==> config.mk <==
export PLATFORM = sky130hd
export DESIGN_NAME = ov7670_capture_mb
export DESIGN_NICKNAME = d
export VERILOG_FILES = /design/src/rtl/ov7670_capture_mb.sv
export SDC_FILE = /design/constraint.sdc
export NUM_CORES = 1
export LEC_CHECK = 0
export CAP_MARGIN = 20
export CORE_ASPECT_RATIO = 1.75
export CORE_UTILIZATION = 50
export CTS_BUF_LIST = sky130_fd_sc_hd__clkbuf_16
export DETAILED_ROUTE_END_ITERATION = 16
export GPL_ROUTABILITY_DRIVEN = 0
export HOLD_SLACK_MARGIN = 0.1
export PLACE_DENSITY = 0.85
export REMOVE_ABC_BUFFERS = 1
export SLEW_MARGIN = 30
export SYNTH_ARGS = -nofsm -noshare
export SYNTH_HDL_FRONTEND = slang
export SYNTH_SLANG_ARGS = --single-unit
==> constraint.sdc <==
create_clock -name PCLK -period 2.3 [get_ports PCLK]
set_input_delay 0.46 -clock PCLK [delete_from_list [all_inputs] [get_ports PCLK]]
set_output_delay 0.46 -clock PCLK [all_outputs]
set_load 0.01 [all_outputs]
==> src/rtl/ov7670_capture_mb.sv <==
// rtl/ov7670_capture_mb.sv - OV7670 byte-stream capture into a rotating multi-buffer frame store
module ov7670_capture_mb #(
    parameter int H_ACTIVE = 640,
    parameter int V_ACTIVE = 480,
    parameter int NUM_BUF  = 2,
    parameter int BUF_W    = 2,
    parameter int ADDR_W   = 19
) (
    input  logic              PCLK,
    input  logic              Reset,
    input  logic              VSYNC,
    input  logic              HREF,
    input  logic [7:0]        D,
    input  logic              Enable,
    input  logic [1:0]        Mode,
    input  logic [7:0]        Threshold,
    input  logic              Decimate,
    input  logic              LockValid,
    input  logic [BUF_W-1:0]  LockBuf,
    output logic              WrEn,
    output logic [BUF_W-1:0]  WrBuf,
    output logic [ADDR_W-1:0] WrAddr,
    output logic [15:0]       WrData,
    output logic              FrameDone,
    output logic [BUF_W-1:0]  DoneBuf,
    output logic              FrameErr,
    output logic [7:0]        DropCount
);
    localparam int CW = $clog2(H_ACTIVE + 2);
    localparam int LW = $clog2(V_ACTIVE + 2);

    typedef enum logic [1:0] {WAIT_V, WAIT_H, LINE} state_t;

    state_t             state_q;
    logic               vsync_q, href_q, phase_q, err_q, dec_q;
    logic [1:0]         mode_q;
    logic [7:0]         thr_q, hi_q, drop_cnt_q;
    logic [CW-1:0]      col_q;
    logic [LW-1:0]      line_q;
    logic [ADDR_W-1:0]  addr_q, wr_addr_q;
    logic [BUF_W-1:0]   target_q, done_buf_q, wr_buf_q;
    logic               wr_en_q, frame_done_q, frame_err_q;
    logic [15:0]        wr_data_q;

    logic               vs_rise_d, vs_fall_d, hr_rise_d, write_ok_d, drop_d;
    logic [BUF_W-1:0]   cand0_d, cand_d;
    logic [15:0]        pix_d;

    function automatic logic [BUF_W-1:0] next_buf(input logic [BUF_W-1:0] b);
        return (b == BUF_W'(NUM_BUF - 1)) ? '0 : b + 1'b1;
    endfunction

    always_comb begin
        vs_rise_d  = VSYNC & ~vsync_q;
        vs_fall_d  = ~VSYNC & vsync_q;
        hr_rise_d  = HREF & ~href_q;
        // Skip past the consumer's buffer; drop if that lands back on the last good frame.
        cand0_d    = next_buf(done_buf_q);
        cand_d     = (LockValid && LockBuf == cand0_d) ? next_buf(cand0_d) : cand0_d;
        drop_d     = (cand_d == done_buf_q) || (LockValid && LockBuf == cand_d);
        write_ok_d = (col_q < CW'(H_ACTIVE)) && (line_q < LW'(V_ACTIVE)) &&
                     (!dec_q || (!col_q[0] && !line_q[0]));
        case (mode_q)
            2'd1:    pix_d = {15'd0, (D >= thr_q)};
            2'd2:    pix_d = {hi_q, D};
            default: pix_d = {8'd0, D};
        endcase
    end

    always_ff @(posedge PCLK) begin
        if (Reset) begin
            state_q      <= WAIT_V;
            vsync_q      <= 1'b0;
            href_q       <= 1'b0;
            phase_q      <= 1'b0;
            err_q        <= 1'b0;
            dec_q        <= 1'b0;
            mode_q       <= 2'd0;
            thr_q        <= 8'd0;
            hi_q         <= 8'd0;
            drop_cnt_q   <= 8'd0;
            col_q        <= '0;
            line_q       <= '0;
            addr_q       <= '0;
            wr_addr_q    <= '0;
            target_q     <= '0;
            done_buf_q   <= BUF_W'(NUM_BUF - 1);
            wr_buf_q     <= '0;
            wr_en_q      <= 1'b0;
            wr_data_q    <= 16'd0;
            frame_done_q <= 1'b0;
            frame_err_q  <= 1'b0;
        end else begin
            vsync_q      <= VSYNC;
            href_q       <= HREF;
            wr_en_q      <= 1'b0;
            frame_done_q <= 1'b0;
            frame_err_q  <= 1'b0;
            case (state_q)
                WAIT_V: begin
                    if (vs_fall_d) begin
                        mode_q <= (Mode == 2'd3) ? 2'd0 : Mode;
                        thr_q  <= Threshold;
                        dec_q  <= Decimate;
                        addr_q <= '0;
                        line_q <= '0;
                        col_q  <= '0;
                        err_q  <= 1'b0;
                        if (Enable) begin
                            if (drop_d) begin
                                if (drop_cnt_q != 8'hFF) drop_cnt_q <= drop_cnt_q + 8'd1;
                            end else begin
                                target_q <= cand_d;
                                state_q  <= WAIT_H;
                            end
                        end
                    end
                end
                WAIT_H: begin
                    if (vs_rise_d) begin
                        if (line_q == LW'(V_ACTIVE) && !err_q) begin
                            frame_done_q <= 1'b1;
                            done_buf_q   <= target_q;
                        end else begin
                            frame_err_q  <= 1'b1;
                        end
                        state_q <= WAIT_V;
                    end else if (hr_rise_d) begin
                        hi_q    <= D;
                        phase_q <= 1'b1;
                        col_q   <= '0;
                        state_q <= LINE;
                    end
                end
                LINE: begin
                    if (vs_rise_d) begin
                        frame_err_q <= 1'b1;
                        state_q     <= WAIT_V;
                    end else if (HREF) begin
                        if (!phase_q) begin
                            hi_q    <= D;
                            phase_q <= 1'b1;
                        end else begin
                            phase_q <= 1'b0;
                            if (write_ok_d) begin
                                wr_en_q   <= 1'b1;
                                wr_buf_q  <= target_q;
                                wr_addr_q <= addr_q;
                                wr_data_q <= pix_d;
                                addr_q    <= addr_q + 1'b1;
                            end
                            if (col_q != CW'(H_ACTIVE + 1)) col_q <= col_q + 1'b1;
                        end
                    end else begin
                        if (phase_q || col_q != CW'(H_ACTIVE) || line_q >= LW'(V_ACTIVE))
                            err_q <= 1'b1;
                        if (line_q != LW'(V_ACTIVE + 1)) line_q <= line_q + 1'b1;
                        phase_q <= 1'b0;
                        state_q <= WAIT_H;
                    end
                end
                default: state_q <= WAIT_V;
            endcase
        end
    end

    assign WrEn      = wr_en_q;
    assign WrBuf     = wr_buf_q;
    assign WrAddr    = wr_addr_q;
    assign WrData    = wr_data_q;
    assign FrameDone = frame_done_q;
    assign DoneBuf   = done_buf_q;
    assign FrameErr  = frame_err_q;
    assign DropCount = drop_cnt_q;
endmodule

* Word-level counts from Yosys, hierarchy flattened
Cells that the tools add are included.
W data, S select, Z words.
** Cells by class
- Shift operators :: 0
- Div/mod/pow operators :: 0
- Add/sub/neg operators :: 6
- Multipliers :: 0
- Bitwise gates (word level) :: 12
- $lt $le $gt $ge :: 4
- Mux-type cells :: 55
- Equality and inequality tests :: 31
- Reduce and logical (&&, ||, !) cells :: 32
** Operators with widths (number)
- $mux W19 :: 5
- $mux W10 :: 7
- $mux W8 :: 5
- $pmux W19 S2 :: 1
- $mux W9 :: 4
- $pmux W16 S2 :: 1
- $pmux W10 S3 :: 1
- $ne A2 B2 Y1 const B :: 14
- $reduce_and A5 Y1 :: 5
- $mux W2 :: 11
- $ne A10 B10 Y1 const B :: 2
- $add A19 B1 Y19 const B :: 1
- $pmux W9 S2 :: 1
- $pmux W8 S2 :: 1
- $mux W1 :: 14
- $reduce_and A6 Y1 :: 2
- $add A10 B1 Y10 const B :: 1
- $lt A10 B10 Y1 const B :: 1
- $add A9 B1 Y9 const B :: 1
- $eq A9 B9 Y1 const B :: 1
- $ge A9 B9 Y1 const B :: 1
- $lt A9 B9 Y1 const B :: 1
- $ne A9 B9 Y1 const B :: 1
- $not A1 Y1 :: 9
- 23 further kinds :: 49
** Word-level totals
- ROM bits :: 0
- Memory bits (writable) :: 0
- Memories :: 0
- Output and inout bits :: 50
- Logic and storage cells :: 161
- Bits of input ports :: 27
- Bits in latches :: 0
- Flip-flop bits (word level) :: 115

* Logic depth before layout (Yosys ltp)
- Depth after elaboration :: 12
- Mapped depth :: 8

* Worst setup path before layout
Ideal clock, no wire load.
- Kind :: reg-to-reg
- Start :: register state_q[0]
- End :: register addr_q[15]
- Clock period less this slack :: 1.985 ns
- Data arrival time :: 1.915 ns
- Library setup time :: 0.070 ns
- Cell stages (with the launch flop) :: 8
- Path slack :: 0.315 ns
- Path buffers :: 1
- Required time :: 2.230 ns
- Cells stage by stage :: dfxtp_1 > inv_1 > ha_1 > and4bb_2 > a41oi_4 > buf_6 > or4_1 > a21oi_1
** On the way
- Longest elaborated chain between the ends :: 3
- Elaborated cells on any way between the ends :: 10
- Classes of those cells :: 6 x eq/ne; 1 x mux; 3 x reduce/logical
** RTL lines
- from (decl) :: RTL line 34 : state_t state_q;
- from (signal assigned) :: RTL line 72 : state_q <= WAIT_V;
- from (signal assigned) :: RTL line 114 : state_q <= WAIT_H;
- from (signal assigned) :: RTL line 127 : state_q <= WAIT_V;
- $eq A2 B2 Y1 / $logic_not A2 Y1 (equally long branches) :: RTL line 99 : case (state_q)
- $ne A2 B2 Y1 (no line) / $reduce_bool A2 Y1 (equally long branches)
- $reduce_and A6 Y1 (no line)
- to (signal assigned) :: RTL line 150 : addr_q <= addr_q + 1'b1;
- to (decl) :: RTL line 40 : logic [ADDR_W-1:0] addr_q, wr_addr_q;
Several ways; a longest one is shown, not always the timed one.
A chain may end at the register's enable or synchronous reset.

* Worst setup path after layout
- Start :: register state_q[0]
- End :: register line_q[8]
** On the way
- Longest elaborated chain between the ends :: 3
- Elaborated cells on any way between the ends :: 9
- Classes of those cells :: 5 x eq/ne; 1 x mux; 3 x reduce/logical
** RTL lines
- $eq A2 B2 Y1 / $logic_not A2 Y1 (equally long branches) :: RTL line 99
- $ne A2 B2 Y1 (no line) / $reduce_bool A2 Y1 (equally long branches)
- $reduce_and A5 Y1 (no line)
- to (signal assigned) :: RTL line 157 : if (line_q != LW'(V_ACTIVE + 1)) line_q <= line_q + 1'b1;
- to (decl) :: RTL line 39 : logic [LW-1:0] line_q;
Several ways; a longest one is shown, not always the timed one.

==> results by group <==
Floorplanning
  • Initial Util: 51.0%
  • Top Ports: 77
  • Die height: 140 µm
  • Core ar.: 10600 µm²
  • Die area: 11300 µm²
  • Die X: 80.7 µm
  • Row cnt: 50

Layout
  • Area of the multi-input gates: 2860 µm²
  • Share of post-route cells with drive strength above 1: 10.7%
  • N_diodes: 0
  • Post-layout util: 66.5%
  • Fill count: 823
  • Fin area: 7070 µm²
  • Final non-filler cell total: 886
  • Nets: 792
  • Reg area: 2300 µm²
  • Synth-to-layout area growth: 30.5%

CTS
  • Worst-path clk slew: 0.06 ns
  • TritonCTS clock tree: done
  • Worst-Skew Late Latency: 0.42 ns
  • Root Buffer: clkbuf_16
  • CTS Buf Count: 17
  • Sinks on Clock Net: 115
  • Hold_buf cts: 0
  • H-tree depth: 4
  • Post-CTS setup buffer count: 0
  • Bufs on Longest Clock Path: 2

Drt
  • Via count: 5342
  • Initial DRC Count: 366
  • # DRC: 0
  • Post-Route WL: 14700 µm
  • Number of antenna-violating nets in the routed design: 0
  • Routed wire per std cell: 16.6 µm
  • Vias/cell: 6.03
  • Drt pass-1 iters: 6

Power
  • Sw Share: 25.4%
  • Leakage: 2.36 nW
  • Seq pwr share: 40.0%
  • Switching Power: 1.30 mW
  • Peak supply drop: 628 µV
  • Clock share of power: 50.5%
  • Pint: 3.83 mW
  • Power Dens Cells: 725 nW/µm²
  • Comb power frac: 9.5%

Place
  • Dpl hpwl: 9930 µm
  • Placed Cells: 854
  • I/O Buffers: 76
  • Placed Area: 6480 µm²

Timing
  • WHS: 0.450 ns
  • Final Setup Violations: 0
  • Worst-Margin Slew: 0.437 ns
  • Final max-slew violation count: 0
  • Slew margin rel.: 70.1%
  • Maximum clock rate: 456 MHz
  • Period utilization: 95.4%
  • Unrepaired setup endpoints after global routing: no
  • Clock skew: 0.00646 ns
  • Aggregate negative setup slack: 0 ns
  • Crit path time final: 2.19 ns
  • Hold Vio Cnt, Final: 0

Logic synthesis
  • Area contributors post-synth: dfxtp_1 (42%), a21oi_1 (7.8%), nand2_1 (7.4%)
  • Syn. warnings: 0
  • #FFs+latches synth: 115
  • Top cell type's share of synthesized area: 42.5%
  • Cells after Synth: 649
  • Leading area contributor after synthesis: dfxtp_1
  • EDFF count, synth: 0
  • Seq/Total Area, Yosys: 42.5%
  • Top post-synthesis cells by count: dfxtp_1 (115), nand2_1 (107), a21oi_1 (84), nand3_1 (34), nor2_1 (32)
  • Top-count cell post-synth: dfxtp_1
  • Asr flop ratio synth: 0%
  • Synth cell types: 66
  • Synth Cell Area: 5420 µm²
  • Synth Flop Type: dfxtp_1
  • Avg Cell Area, Syn: 8.35 µm²

Setup path
  • CP peak stage delay: 0.50 ns
  • RR Endpoint: line_q[8]$_SDFFE_PP0P_
  • Crit path max fanout: 19
  • CP Launch Type: flip-flop
  • Required @ worst endpoint: 2.63 ns
  • Crit path cell chain: inv_1, ha_2, and4bb_4, a31oi_1, buf_4, or4_1, a21oi_1
  • R2R Setup Slk: 0.11 ns
  • Critical path type: flip-flop to flip-flop
  • Crit path max-delay family: simple AND/OR/NAND/NOR gates
  • Slowest CP cell: or4_1
  • CP Capture Type: flip-flop
  • Critical path buffer and inverter count: 2
  • Crit path DAT: 2.52 ns
  • FF-to-FF path depth: 7
  • Worst r2r src: state_q[0]$_SDFFE_PP0P_

Global routing
  • Total track usage: 27.3%
  • Gr ovfl total: 0
  • Largest net degree at the start of global routing: 39
  • Via count of the first global-routing pass: 5292
  • Initial antenna violation count: 0
  • First-pass GRT wire length: 24100 µm

Min path
  • Hold_sp: WrData[7]$_SDFFE_PP0P_
  • WHS Endpoint: WrData[7]$_SDFFE_PP0P_
  • Hold WC Path Type: flip-flop to flip-flop
  • Hold path cells: 2

Outcome
  • Status: complete, no violations

Job
  • Max_cap viols: 0
==> power groups by stage <==
| stage | clock network, mW | registers, mW | logic, mW |
|---|---|---|---|
| 2_1_floorplan | 0 | 2.08 | 0.248 |
| 3_3_place_gp | 0 | 2.09 | 0.443 |
| 3_5_place_dp | 0 | 2.09 | 0.463 |
| 4_1_cts | 2.60 | 2.05 | 0.478 |
| 5_1_grt | 2.71 | 2.05 | 0.523 |
| 6_report | 2.59 | 2.05 | 0.487 |
==> routing by layer <==
layer	routed length [µm]	global-route usage [%]	vias to the layer above	share of wire, %
met1	5330	26.6	2539	36
met2	8060	49.6	207	55
met3	646	6.10	65	4.4
met5	0	0	-	0
li1	-	-	2531	-
met4	686	17.8	0	4.7
==> layout by cell type (no fill, tap or decap), types with 17 or more instances in the layout <==
cell,netlist,routed
nand2_1,107,107
dfxtp_1,115,115
or4_1,18,18
clkbuf_16,0,17
ha_1,22,21
o21ai_0,18,17
nand3_1,34,34
buf_4,1,29
clkdlybuf4s50_1,0,75
a21oi_1,84,84
inv_1,29,29
nor2_1,32,32
==> registers in the layout (all words and copies together), names as in the netlist <==
register / count
hi_q: 8
FrameErr: 1
err_q: 1
href_q: 1
thr_q: 8
vsync_q: 1
WrBuf: 2
WrEn: 1
FrameDone: 1
WrData: 16
dec_q: 1
WrAddr: 19
state_q: 2
DropCount: 8
DoneBuf: 2
addr_q: 19
mode_q: 2
target_q: 2
phase_q: 1
col_q: 10
line_q: 9
==> cells by family (layout without fill, tap and decap cells) <==
family	after synthesis	count (layout)	share of synthesized area, %
XOR/XNOR	9	9	1.45
multiplexers	10	10	1.85
adder cells (fa/ha/maj)	22	22	5.08
buffers and inverters	64	171	4.89
flip-flops	115	115	42.5
AND/OR/NAND/NOR	271	271	26.1
AO/OA/AOI/OAI	158	158	18.2
==> per-stage QoR <==
stage               power, mW  worst slack (ns)
detailed placement       2.55            -0.119
floorplan                2.33            -0.350
global route             5.29            0.0188
global placement         2.53           -0.0373
finish                   5.13             0.106
CTS                      5.12            0.0910
==> how the worst max path moves through the flow <==
| stage | from | end | slack, ns | cells after the start |
|---|---|---|---|---|
| floorplan | state_q[0]$_SDFFE_PP0P_ | WrData[10]$_SDFFE_PP0P_ | -0.35 | 6 |
| global placement | VSYNC | col_q[2]$_SDFFE_PP0P_ | -0.04 | 7 |
| detailed placement | VSYNC | line_q[8]$_SDFFE_PP0P_ | -0.12 | 7 |
| CTS | state_q[0]$_SDFFE_PP0P_ | line_q[8]$_SDFFE_PP0P_ | 0.09 | 7 |
| global route | state_q[0]$_SDFFE_PP0P_ | line_q[8]$_SDFFE_PP0P_ | 0.02 | 7 |
| finish | state_q[0]$_SDFFE_PP0P_ | line_q[8]$_SDFFE_PP0P_ | 0.11 | 7 |
==> what timing repair did <==
action	in CTS	in global routing
endpoints found under the setup margin	3	4
pin swaps	0	0
cloned	0	0
gates resized for setup	1	2
==> worst min-delay path, cell delays in order (launching register included) <==
cell and delay [ns]:
dfxtp_1 0.31, nand2_1 0.05, a21oi_1 0.05
==> layout make-up <==
type	count	share of cell area [%]
clock buffers	17	6.01
clock inverters	15	2.23
inverters	30	1.59
multi-input cells	470	40.4
flip-flops and latches	115	32.5
well taps	130	2.30
repair buffers	109	14.9
Power figures use the tool's default switching activity.
